## config.mk

```make
export PLATFORM = sky130hd
export DESIGN_NAME = prog_loader
export DESIGN_NICKNAME = d
export VERILOG_FILES = /design/src/rtl/loader_pkg.sv /design/src/rtl/byte_assembler.sv /design/src/rtl/prog_loader.sv
export SDC_FILE = /design/constraint.sdc
export NUM_CORES = 1
export LEC_CHECK = 0
export CORE_ASPECT_RATIO = 1.25
export CORE_MARGIN = 4
export CORE_UTILIZATION = 40
export CTS_CLUSTER_DIAMETER = 80
export CTS_CLUSTER_SIZE = 28
export DETAILED_ROUTE_END_ITERATION = 16
export HOLD_SLACK_MARGIN = 0.05
export PLACE_DENSITY_LB_ADDON = 0.05
export RECOVER_POWER = 25
export SYNTH_ARGS = -nofsm -noshare
export SYNTH_HDL_FRONTEND = slang
export SYNTH_SLANG_ARGS = --single-unit
```

## constraint.sdc

```tcl
create_clock -name clk -period 5.2 [get_ports clk]
set_clock_uncertainty 0.2 [all_clocks]
set_input_delay 1.04 -clock clk [delete_from_list [all_inputs] [get_ports clk]]
set_output_delay 1.04 -clock clk [all_outputs]
set_load 0.01 [all_outputs]
```

## src/rtl/loader_pkg.sv

```systemverilog
// Shared types and constants for the boot-time program loader.
// Holds the FSM state encoding and the stream-format helpers.
package loader_pkg;

    typedef enum logic [2:0] {
        IDLE,
        HDR_HI,
        HDR_LO,
        DATA,
        WRITE,
        DONE,
        ERR
    } state_t;

    // Bytes of word-count header that precede the image data.
    localparam int HDR_LEN = 2;

    function automatic int bytes_per_word(input int instr_w);
        return (instr_w + 7) / 8;
    endfunction

endpackage

```

## src/rtl/byte_assembler.sv

```systemverilog
// Collects stream bytes MSB-first into one instruction word.
// The word output already includes the byte presented on data, so it can be registered on the final transfer.
module byte_assembler #(
    parameter int INSTR_W = 20,
    parameter int BYTES   = 3
) (
    input  logic               clk,
    input  logic               rst,
    input  logic               shift_en,
    input  logic               clear,
    input  logic [7:0]         data,
    output logic [INSTR_W-1:0] word,
    output logic               last_byte
);

    localparam int CNT_W = (BYTES > 1) ? $clog2(BYTES) : 1;

    logic [CNT_W-1:0] cnt;

    assign last_byte = (cnt == CNT_W'(BYTES - 1));

    generate
        if (INSTR_W > 8) begin : g_wide
            // Only INSTR_W-8 earlier bits are kept: anything older falls off the top,
            // which is exactly the excess of the first byte that must be discarded.
            logic [INSTR_W-9:0] shift;

            assign word = {shift, data};

            always_ff @(posedge clk or posedge rst) begin
                if (rst) begin
                    // NOTE: state registers take non-blocking assignments so every
                    // flop samples its inputs from before the edge.
                    shift <= '0;
                end else if (clear) begin
                    shift <= '0;
                end else if (shift_en) begin
                    shift <= word[INSTR_W-9:0];
                end
            end
        end else begin : g_narrow
            assign word = data[INSTR_W-1:0];
        end
    endgenerate

    always_ff @(posedge clk or posedge rst) begin
        if (rst) begin
            cnt <= '0;
        end else if (clear) begin
            cnt <= '0;
        end else if (shift_en) begin
            cnt <= last_byte ? '0 : cnt + 1'b1;
        end
    end

endmodule

```

## src/rtl/prog_loader.sv

```systemverilog
// Boot-time program loader: parses a count-prefixed byte stream, writes words
// into instruction memory from address 0 and holds the CPU in reset until done.
module prog_loader
    import loader_pkg::*;
#(
    parameter int INSTR_W = 20,
    parameter int ADDR_W  = 6
) (
    input  logic               clk,
    input  logic               rst,
    input  logic               start,
    input  logic               in_valid,
    input  logic [7:0]         in_data,
    output logic               in_ready,
    output logic               imem_we,
    output logic [ADDR_W-1:0]  imem_addr,
    output logic [INSTR_W-1:0] imem_wdata,
    output logic               cpu_rst,
    output logic               done,
    output logic               err
);

    localparam int BYTES_PER_WORD = bytes_per_word(INSTR_W);
    localparam int DEPTH          = 1 << ADDR_W;

    state_t state, state_d;

    logic [15:0]        count;
    logic [ADDR_W-1:0]  addr;
    logic [INSTR_W-1:0] word;
    logic               last_byte;
    logic               xfer;
    logic [15:0]        count_full;
    logic               count_bad;
    logic               last_word;

    logic shift_en, asm_clear, load_hi, load_lo, addr_clr, addr_inc;

    byte_assembler #(
        .INSTR_W (INSTR_W),
        .BYTES   (BYTES_PER_WORD)
    ) u_asm (
        .clk       (clk),
        .rst       (rst),
        .shift_en  (shift_en),
        .clear     (asm_clear),
        .data      (in_data),
        .word      (word),
        .last_byte (last_byte)
    );

    assign in_ready   = (state == HDR_HI) || (state == HDR_LO) || (state == DATA);
    assign xfer       = in_valid && in_ready;
    assign count_full = {count[15:8], in_data};
    assign count_bad  = (count_full == 16'd0) || (17'(count_full) > 17'(DEPTH));
    assign last_word  = (16'(addr) == count - 16'd1);

    assign cpu_rst = (state != DONE);
    assign done    = (state == DONE);
    assign err     = (state == ERR);

    always_comb begin
        // NOTE: every output of this block gets a default first, so no path
        // leaves one unassigned and no latch is inferred.
        state_d   = state;
        shift_en  = 1'b0;
        asm_clear = 1'b0;
        load_hi   = 1'b0;
        load_lo   = 1'b0;
        addr_clr  = 1'b0;
        addr_inc  = 1'b0;
        case (state)
            IDLE: if (start) state_d = HDR_HI;
            HDR_HI: begin
                if (xfer) begin
                    load_hi = 1'b1;
                    state_d = HDR_LO;
                end
            end
            HDR_LO: begin
                if (xfer) begin
                    load_lo = 1'b1;
                    if (count_bad) begin
                        state_d = ERR;
                    end else begin
                        addr_clr  = 1'b1;
                        asm_clear = 1'b1;
                        state_d   = DATA;
                    end
                end
            end
            DATA: begin
                if (xfer) begin
                    shift_en = 1'b1;
                    if (last_byte) state_d = WRITE;
                end
            end
            WRITE: begin
                if (last_word) begin
                    state_d = DONE;
                end else begin
                    addr_inc  = 1'b1;
                    asm_clear = 1'b1;
                    state_d   = DATA;
                end
            end
            DONE: begin
                if (start) begin
                    addr_clr = 1'b1;
                    state_d  = HDR_HI;
                end
            end
            ERR:     if (start) state_d = HDR_HI;
            default: state_d = IDLE;
        endcase
    end

    always_ff @(posedge clk or posedge rst) begin
        if (rst) begin
            state      <= IDLE;
            count      <= '0;
            addr       <= '0;
            imem_we    <= 1'b0;
            imem_addr  <= '0;
            imem_wdata <= '0;
        end else begin
            state   <= state_d;
            imem_we <= (state_d == WRITE);
            if (load_hi) count[15:8] <= in_data;
            if (load_lo) count[7:0]  <= in_data;
            if (addr_clr) begin
                addr <= '0;
            end else if (addr_inc) begin
                addr <= addr + 1'b1;
            end
            // The memory port is loaded on the final byte so the strobe lands in the WRITE cycle.
            if (state_d == WRITE) begin
                imem_addr  <= addr;
                imem_wdata <= word;
            end
        end
    end

endmodule
```

==> impl_metrics.env, run 1 <==
export IMPL_cts_max_path_buffers=2
export IMPL_final_cell_mix="66 x dfrtp_1, 41 x nand2_1, 41 x clkdlybuf4s50_1, 40 x mux2_2"
export IMPL_cts_resized_gates=0
export IMPL_die_w_um=85.6
export IMPL_drv_slew=44
export IMPL_grt_pass1_wl_mm=11.2
export IMPL_p_per_area_nw_per_um2=596
export IMPL_hpwlAfterDp_mm=4.70
export IMPL_syn_area_um2=3010
export IMPL_synth_fp_nets=293
export IMPL_fillers=690
export IMPL_wl_mm=6.61
export IMPL_synth_top_flop_cell="dfrtp_1"
export IMPL_htreeDepth=3
export IMPL_tritoncts="done"
export IMPL_placed_cell_area_um2=3520
export IMPL_clock_sinks=66
export IMPL_start_util_pct=41.0
export IMPL_viasPerCell=5.22
export IMPL_syn_to_final_growth_pct=23.6
export IMPL_grt_max_degree=44
export IMPL_ios=43
export IMPL_post_place_ws_ns=1.12
export IMPL_syn_avg_cell_area_um2=10.8
export IMPL_setup_viol=0
export IMPL_stdcell_area_um2=3720
export IMPL_n_antenna_cell=0
export IMPL_grt_pass1_vias=2212
export IMPL_fmax_mhz=270
export IMPL_place_congestion=0.807
export IMPL_final_antenna_net_count=0
export IMPL_synthCells=279
export IMPL_grt_overflow_total=0
export IMPL_yosysWarningCount=0
export IMPL_drc=0
export IMPL_rsz0062_at_grt="false"
export IMPL_end_kind="flop"
export IMPL_whs_path_depth=1
export IMPL_cts_buffers=9
export IMPL_core_area_um2=7360
export IMPL_async_flop_share_pct=100
export IMPL_port_buffers=42
export IMPL_worstMarginPinSlew_ns=1.62
export IMPL_relSlewSlack_pct=-7.85
export IMPL_cts_root_buf="clkbuf_8"
export IMPL_worst_slack_ns=1.50
export IMPL_wl_met1_mm=3.05
export IMPL_irDropWorstVdd_uv=296
export IMPL_worstPathRequired_ns=5.22
export IMPL_cts_setup_buffers=0
export IMPL_die_height_um=105
export IMPL_clkSlewWorstSetupHoldPaths_ns=0.07
export IMPL_leakage_nw=1.62
export IMPL_hold_viol=0
export IMPL_worstPathArrival_ns=3.72
export IMPL_final_common_cell="dfrtp_1"
export IMPL_die_area_um2=8990
export IMPL_worst_setup_path_start_kind="primary input"
export IMPL_critPathKind="primary input to flop"
export IMPL_antenna_found_initial=0
export IMPL_drive_gt1_share_pct=18.0
export IMPL_firstDrtPassIters=4
export IMPL_yosysUniqueCellTypes=38
export IMPL_wl_met2_mm=3.31
export IMPL_period_share_pct=71.1
export IMPL_drt_iter0_drc=110
export IMPL_hold_buffers=0
export IMPL_ys_seq_elements=66
export IMPL_outcome="complete, but fails checks"
export IMPL_clock_latency_ns=0.34
export IMPL_ys_seq_area_share_pct=54.8
export IMPL_synth_edf_count=0
export IMPL_num_rows=35
export IMPL_violations="max-capacitance violations, max-slew violations"
export IMPL_crit_fanout=19
export IMPL_globalRouteTotalUtil_pct=16.0
export IMPL_routed_top_layer="met4"
export IMPL_rr_worst_depth=9
export IMPL_fin_setup_tns_ns=0
export IMPL_vias=2194
export IMPL_period_needed_ns=3.70
export IMPL_finalNetCount=338
export IMPL_cap_violations=1
export IMPL_dr_wl_met3_um=147
export IMPL_wire_per_inst_um=15.7
export IMPL_hold_path_class="flop to flop"
-- registers in the layout, summed over array words and instances, names as in the netlist --
| name | count |
|---|---|
| imem_wdata | 20 |
| count | 16 |
| u_asm.g_wide.shift | 12 |
| addr | 6 |
| imem_addr | 6 |
| state | 3 |
| u_asm.cnt | 2 |
| imem_we | 1 |
-- worst max-delay path, stage by stage --
cell and delay [ns]:
clkdlybuf4s50_1 0.54, nor2b_1 0.24, nand3_1 0.50, nor2_2 0.65, buf_4 0.37, mux2_2 0.37
-- metrics by stage --
stage	power [mW]	instances	util (%)	hold WS [ns]
6_report	2.22	420	50.6	0.302
5_1_grt	2.40	420	50.6	0.323
4_1_cts	2.25	420	50.6	0.305
3_5_place_dp	1.80	405	47.9	0.292
3_3_place_gp	1.79	405	47.9	0.287
2_1_floorplan	1.45	279	-	0.272
-- power breakdown --
part / internal (mW) / leakage, nW / total (mW) / switching [mW]
clock: 0.258 / 0.106 / 0.443 / 0.185
combinational: 0.462 / 0.669 / 0.821 / 0.358
sequential: 0.743 / 0.847 / 0.958 / 0.215
total: 1.46 / 1.62 / 2.22 / 0.759
-- kinds of logic (layout without fill, tap and decap cells) --
logic type               count (synthesis)  count (layout)  share of synthesized area [%]
AND/OR/NAND/NOR                         98              98                           15.1
XOR/XNOR                                 7               7                           2.03
AO/OA/AOI/OAI                           46              46                           9.30
buffers and inverters                   19              68                           2.62
multiplexers                            40              40                           15.0
adder cells (fa/ha/maj)                  3               3                           1.16
flip-flops                              66              66                           54.8
-- layout make-up --
| cell class | instances | area, um2 | share of cell area (%) |
|---|---|---|---|
| multi-input cells | 194 | 1280 | 34.5 |
| flip-flops and latches | 66 | 1650 | 44.3 |
| clock inverters | 2 | 35.0 | 0.941 |
| clock buffers | 13 | 169 | 4.53 |
| inverters | 9 | 33.8 | 0.907 |
| well taps | 92 | 115 | 3.09 |
| repair buffers | 44 | 435 | 11.7 |
-- worst paths after layout --
kind                                        from                           endpoint  slack (ns)
min                        count[15]$_DFFE_PP0P_              count[15]$_DFFE_PP0P_        0.30
max reg2reg                 count[0]$_DFFE_PP0P_  u_asm.g_wide.shift[8]$_DFFE_PP0P_        1.98
max                                     in_valid          imem_wdata[4]$_DFFE_PP0N_        1.50
min in group asynchronous                    rst         imem_wdata[17]$_DFFE_PP0N_        1.44
min reg2reg                count[15]$_DFFE_PP0P_              count[15]$_DFFE_PP0P_        0.30
max in group asynchronous                    rst  u_asm.g_wide.shift[1]$_DFFE_PP0P_        2.26
-- synth_stat cells, drive strengths merged, types with 2 or more instances --
cell	number	area, um2
nor4	4	25.0
nor2	18	67.6
a21oi	17	85.1
nor2b	3	18.8
xor2	2	17.5
nand4	4	25.0
a21o	3	22.5
or3	7	43.8
xnor2	5	43.8
and2	2	12.5
clkbuf	5	18.8
nand2b	4	25.0
buf	5	26.3
o21ai	13	68.8
o211ai	2	15.0
nor3	5	25.0
o31ai	2	15.0
mux2	40	450
ha	2	25.0
dfrtp	66	1650
a31oi	4	25.0
nand2	42	160
inv	9	33.8
nand3	6	30.0
-- routing by layer --
| layer | vias to the layer above | track usage, % |
|---|---|---|
| li1 | 1070 | - |
| met1 | 1080 | 21.5 |
| met2 | 35 | 25.1 |
| met3 | 9 | 2.92 |
| met4 | 0 | 7.13 |
| met5 | - | 0 |
Power figures use the tool's default switching activity.
==> run 2: changes to the inputs <==
==> constraint.sdc (replaced) <==
create_clock -name clk -period 3.74 [get_ports clk]
set_clock_uncertainty 0.2 [all_clocks]
set_input_delay 0.748 -clock clk [delete_from_list [all_inputs] [get_ports clk]]
set_output_delay 0.748 -clock clk [all_outputs]
set_load 0.01 [all_outputs]
==> run 2 against run 1 <==
- the run still ends with max-capacitance violations, max-slew violations left
- wire length up 0.33%
- combinational power up 40%
- total power up 43%
- hold slack better by 0.0023 ns
- worst setup slack worse by 0.62 ns
- sequential share of layout area down 0.54 points
- global-route usage up 0.34 points
- cell count up 0.71%
- sequential power up 39%
- critical endpoint is now addr[2]$_DFFE_PP0P_
- largest power group unchanged
- highest routed layer unchanged
==> impl_metrics.env, run 2 (synthesis gave the netlist of run 1 again) <==
export IMPL_finalNetCount=340
export IMPL_cts_resized_gates=0
export IMPL_power_share_switching_pct=33.5
export IMPL_placed_cell_area_um2=3550
export IMPL_p_comb_share_pct=36.1
export IMPL_largest_register_ffs=20
export IMPL_n_antenna_cell=0
export IMPL_grt_overflow_total=0
export IMPL_worstPathRequired_ns=3.80
export IMPL_worst_setup_path_start_kind="flop"
export IMPL_period_needed_ns=2.86
export IMPL_cts_buffers=9
export IMPL_clock_latency_ns=0.33
export IMPL_fmax_mhz=350
export IMPL_core_area_um2=7360
export IMPL_clkSlewWorstSetupHoldPaths_ns=0.07
export IMPL_drv_slew=67
export IMPL_num_rows=35
export IMPL_worstMarginPinSlew_ns=1.59
export IMPL_cap_violations=1
export IMPL_grt_pass1_wl_mm=11.7
export IMPL_p_per_area_nw_per_um2=841
export IMPL_rsz0062_at_grt="false"
export IMPL_drc=0
export IMPL_die_area_um2=8990
export IMPL_regMostFlops="imem_wdata"
export IMPL_cp_slowest_cell="dfrtp_1"
export IMPL_power_switching_mw=1.06
export IMPL_antenna_found_initial=0
export IMPL_pwr_share_clk_pct=21.9
export IMPL_path_cells="inv_1, ha_1, xnor2_1, or3_1, a2111oi_1, nand4_1, o21ai_2, buf_4, o21ai_1, a21oi_1"
export IMPL_hold_path_class="flop to flop"
export IMPL_setup_viol=0
export IMPL_hpwlAfterDp_mm=4.70
export IMPL_p_int_mw=2.11
export IMPL_hold_viol=0
export IMPL_firstDrtPassIters=4
export IMPL_cts_max_path_buffers=2
export IMPL_irDropWorstVdd_uv=305
export IMPL_htreeDepth=3
export IMPL_reg2reg_slack_ns=0.88
export IMPL_seqPwrFrac_pct=42.0
export IMPL_die_w_um=85.6
export IMPL_utilization_pct=51.3
export IMPL_final_cell_mix="66 x dfrtp_1, 41 x nand2_1, 41 x clkdlybuf4s50_1, 40 x mux2_2"
export IMPL_power_mw=3.17
export IMPL_start_util_pct=41.0
export IMPL_globalRouteTotalUtil_pct=16.4
export IMPL_end_kind="flop"
export IMPL_drive_gt1_share_pct=19.0
export IMPL_wire_per_inst_um=15.7
export IMPL_stdcell_area_um2=3770
export IMPL_hold_buffers=0
export IMPL_clock_sinks=66
export IMPL_place_congestion=0.871
export IMPL_final_antenna_net_count=0
export IMPL_crit_fanout=13
export IMPL_top_regs="imem_wdata: 20 flops, count: 16 flops, u_asm.g_wide.shift: 12 flops"
export IMPL_outcome="complete, but fails checks"
export IMPL_ios=43
export IMPL_critPathMaxStageDelay_ns=0.49
export IMPL_cts_setup_buffers=0
export IMPL_wl_mm=6.64
export IMPL_worstPathArrival_ns=2.92
export IMPL_cts_root_buf="clkbuf_8"
export IMPL_final_common_cell="dfrtp_1"
export IMPL_period_share_pct=76.5
export IMPL_relSlewSlack_pct=-5.92
export IMPL_die_height_um=105
export IMPL_leakage_nw=1.64
export IMPL_grt_max_degree=67
export IMPL_viasPerCell=5.27
export IMPL_fin_setup_tns_ns=0
export IMPL_syn_to_final_growth_pct=25.2
export IMPL_tritoncts="done"
export IMPL_vias=2231
export IMPL_violations="max-capacitance violations, max-slew violations"
export IMPL_critPathKind="flop to flop"
export IMPL_port_buffers=42
export IMPL_grt_pass1_vias=2372
export IMPL_drt_iter0_drc=48
==> run 2: changes by cell type in the layout (fill, tap and decap cells not counted), sizes merged <==
cell | previous run | this run
buf | 2 | 3
clkinv | 1 | 2
inv | 9 | 8
clkinvlp | 0 | 1
bufinv | 1 | 2
==> run 2: final timing paths <==
check	cells past startpoint	startpoint	endpoint
setup / recovery	10	count[0]$_DFFE_PP0P_	addr[2]$_DFFE_PP0P_
hold / removal	1	count[15]$_DFFE_PP0P_	count[15]$_DFFE_PP0P_
setup reg to reg	10	count[0]$_DFFE_PP0P_	addr[2]$_DFFE_PP0P_
hold reg to reg	1	count[15]$_DFFE_PP0P_	count[15]$_DFFE_PP0P_
max in group asynchronous	3	rst	count[4]$_DFFE_PP0P_
min in group asynchronous	3	rst	imem_wdata[16]$_DFFE_PP0N_
==> run 2: metal layers <==
layer  routed length [um]  GRT usage, %
met1                 2970          20.5
met2                 3420          27.0
met3                  171          3.79
met4                   76          6.56
met5                    0             0
==> run 2: power groups by stage <==
stage / clock, mW / sequential [mW] / combinational [mW]
finish: 0.693 / 1.33 / 1.15
global route: 0.742 / 1.39 / 1.28
CTS: 0.713 / 1.34 / 1.17
detailed placement: 0 / 1.35 / 1.16
global placement: 0 / 1.35 / 1.14
floorplan: 0 / 1.29 / 0.728
==> run 2: layout make-up <==
cell class | count | area, um2
Timing Repair Buffer | 46 | 448
Tap cell | 92 | 115
Fill cell | 691 | 3590
Clock buffer | 12 | 165
Clock inverter | 4 | 72.6
Sequential cell | 66 | 1650
Inverter | 9 | 33.8
Multi-Input combinational cell | 194 | 1280
==> run 2: stage by stage <==
| step | hold slack, ns | instances | setup slack (ns) |
|---|---|---|---|
| finish | 0.305 | 423 | 0.880 |
| global route | 0.328 | 423 | 0.600 |
| CTS | 0.308 | 423 | 0.830 |
| detailed placement | 0.292 | 407 | 0.622 |
| global placement | 0.284 | 407 | 0.639 |
| floorplan | 0.272 | 279 | 1.08 |
==> run 2: worst max-delay path: cells and delay by family (launching register included) <==
kind                       cells  cell delay [ns]
AOI/OAI and AO/OA              4             0.77
and+or+nand+nor                2             0.57
buffers and inverters          2             0.31
xor gates and xnor gates       1             0.13
DFF                            1             0.49
adders and majority gates      1             0.33
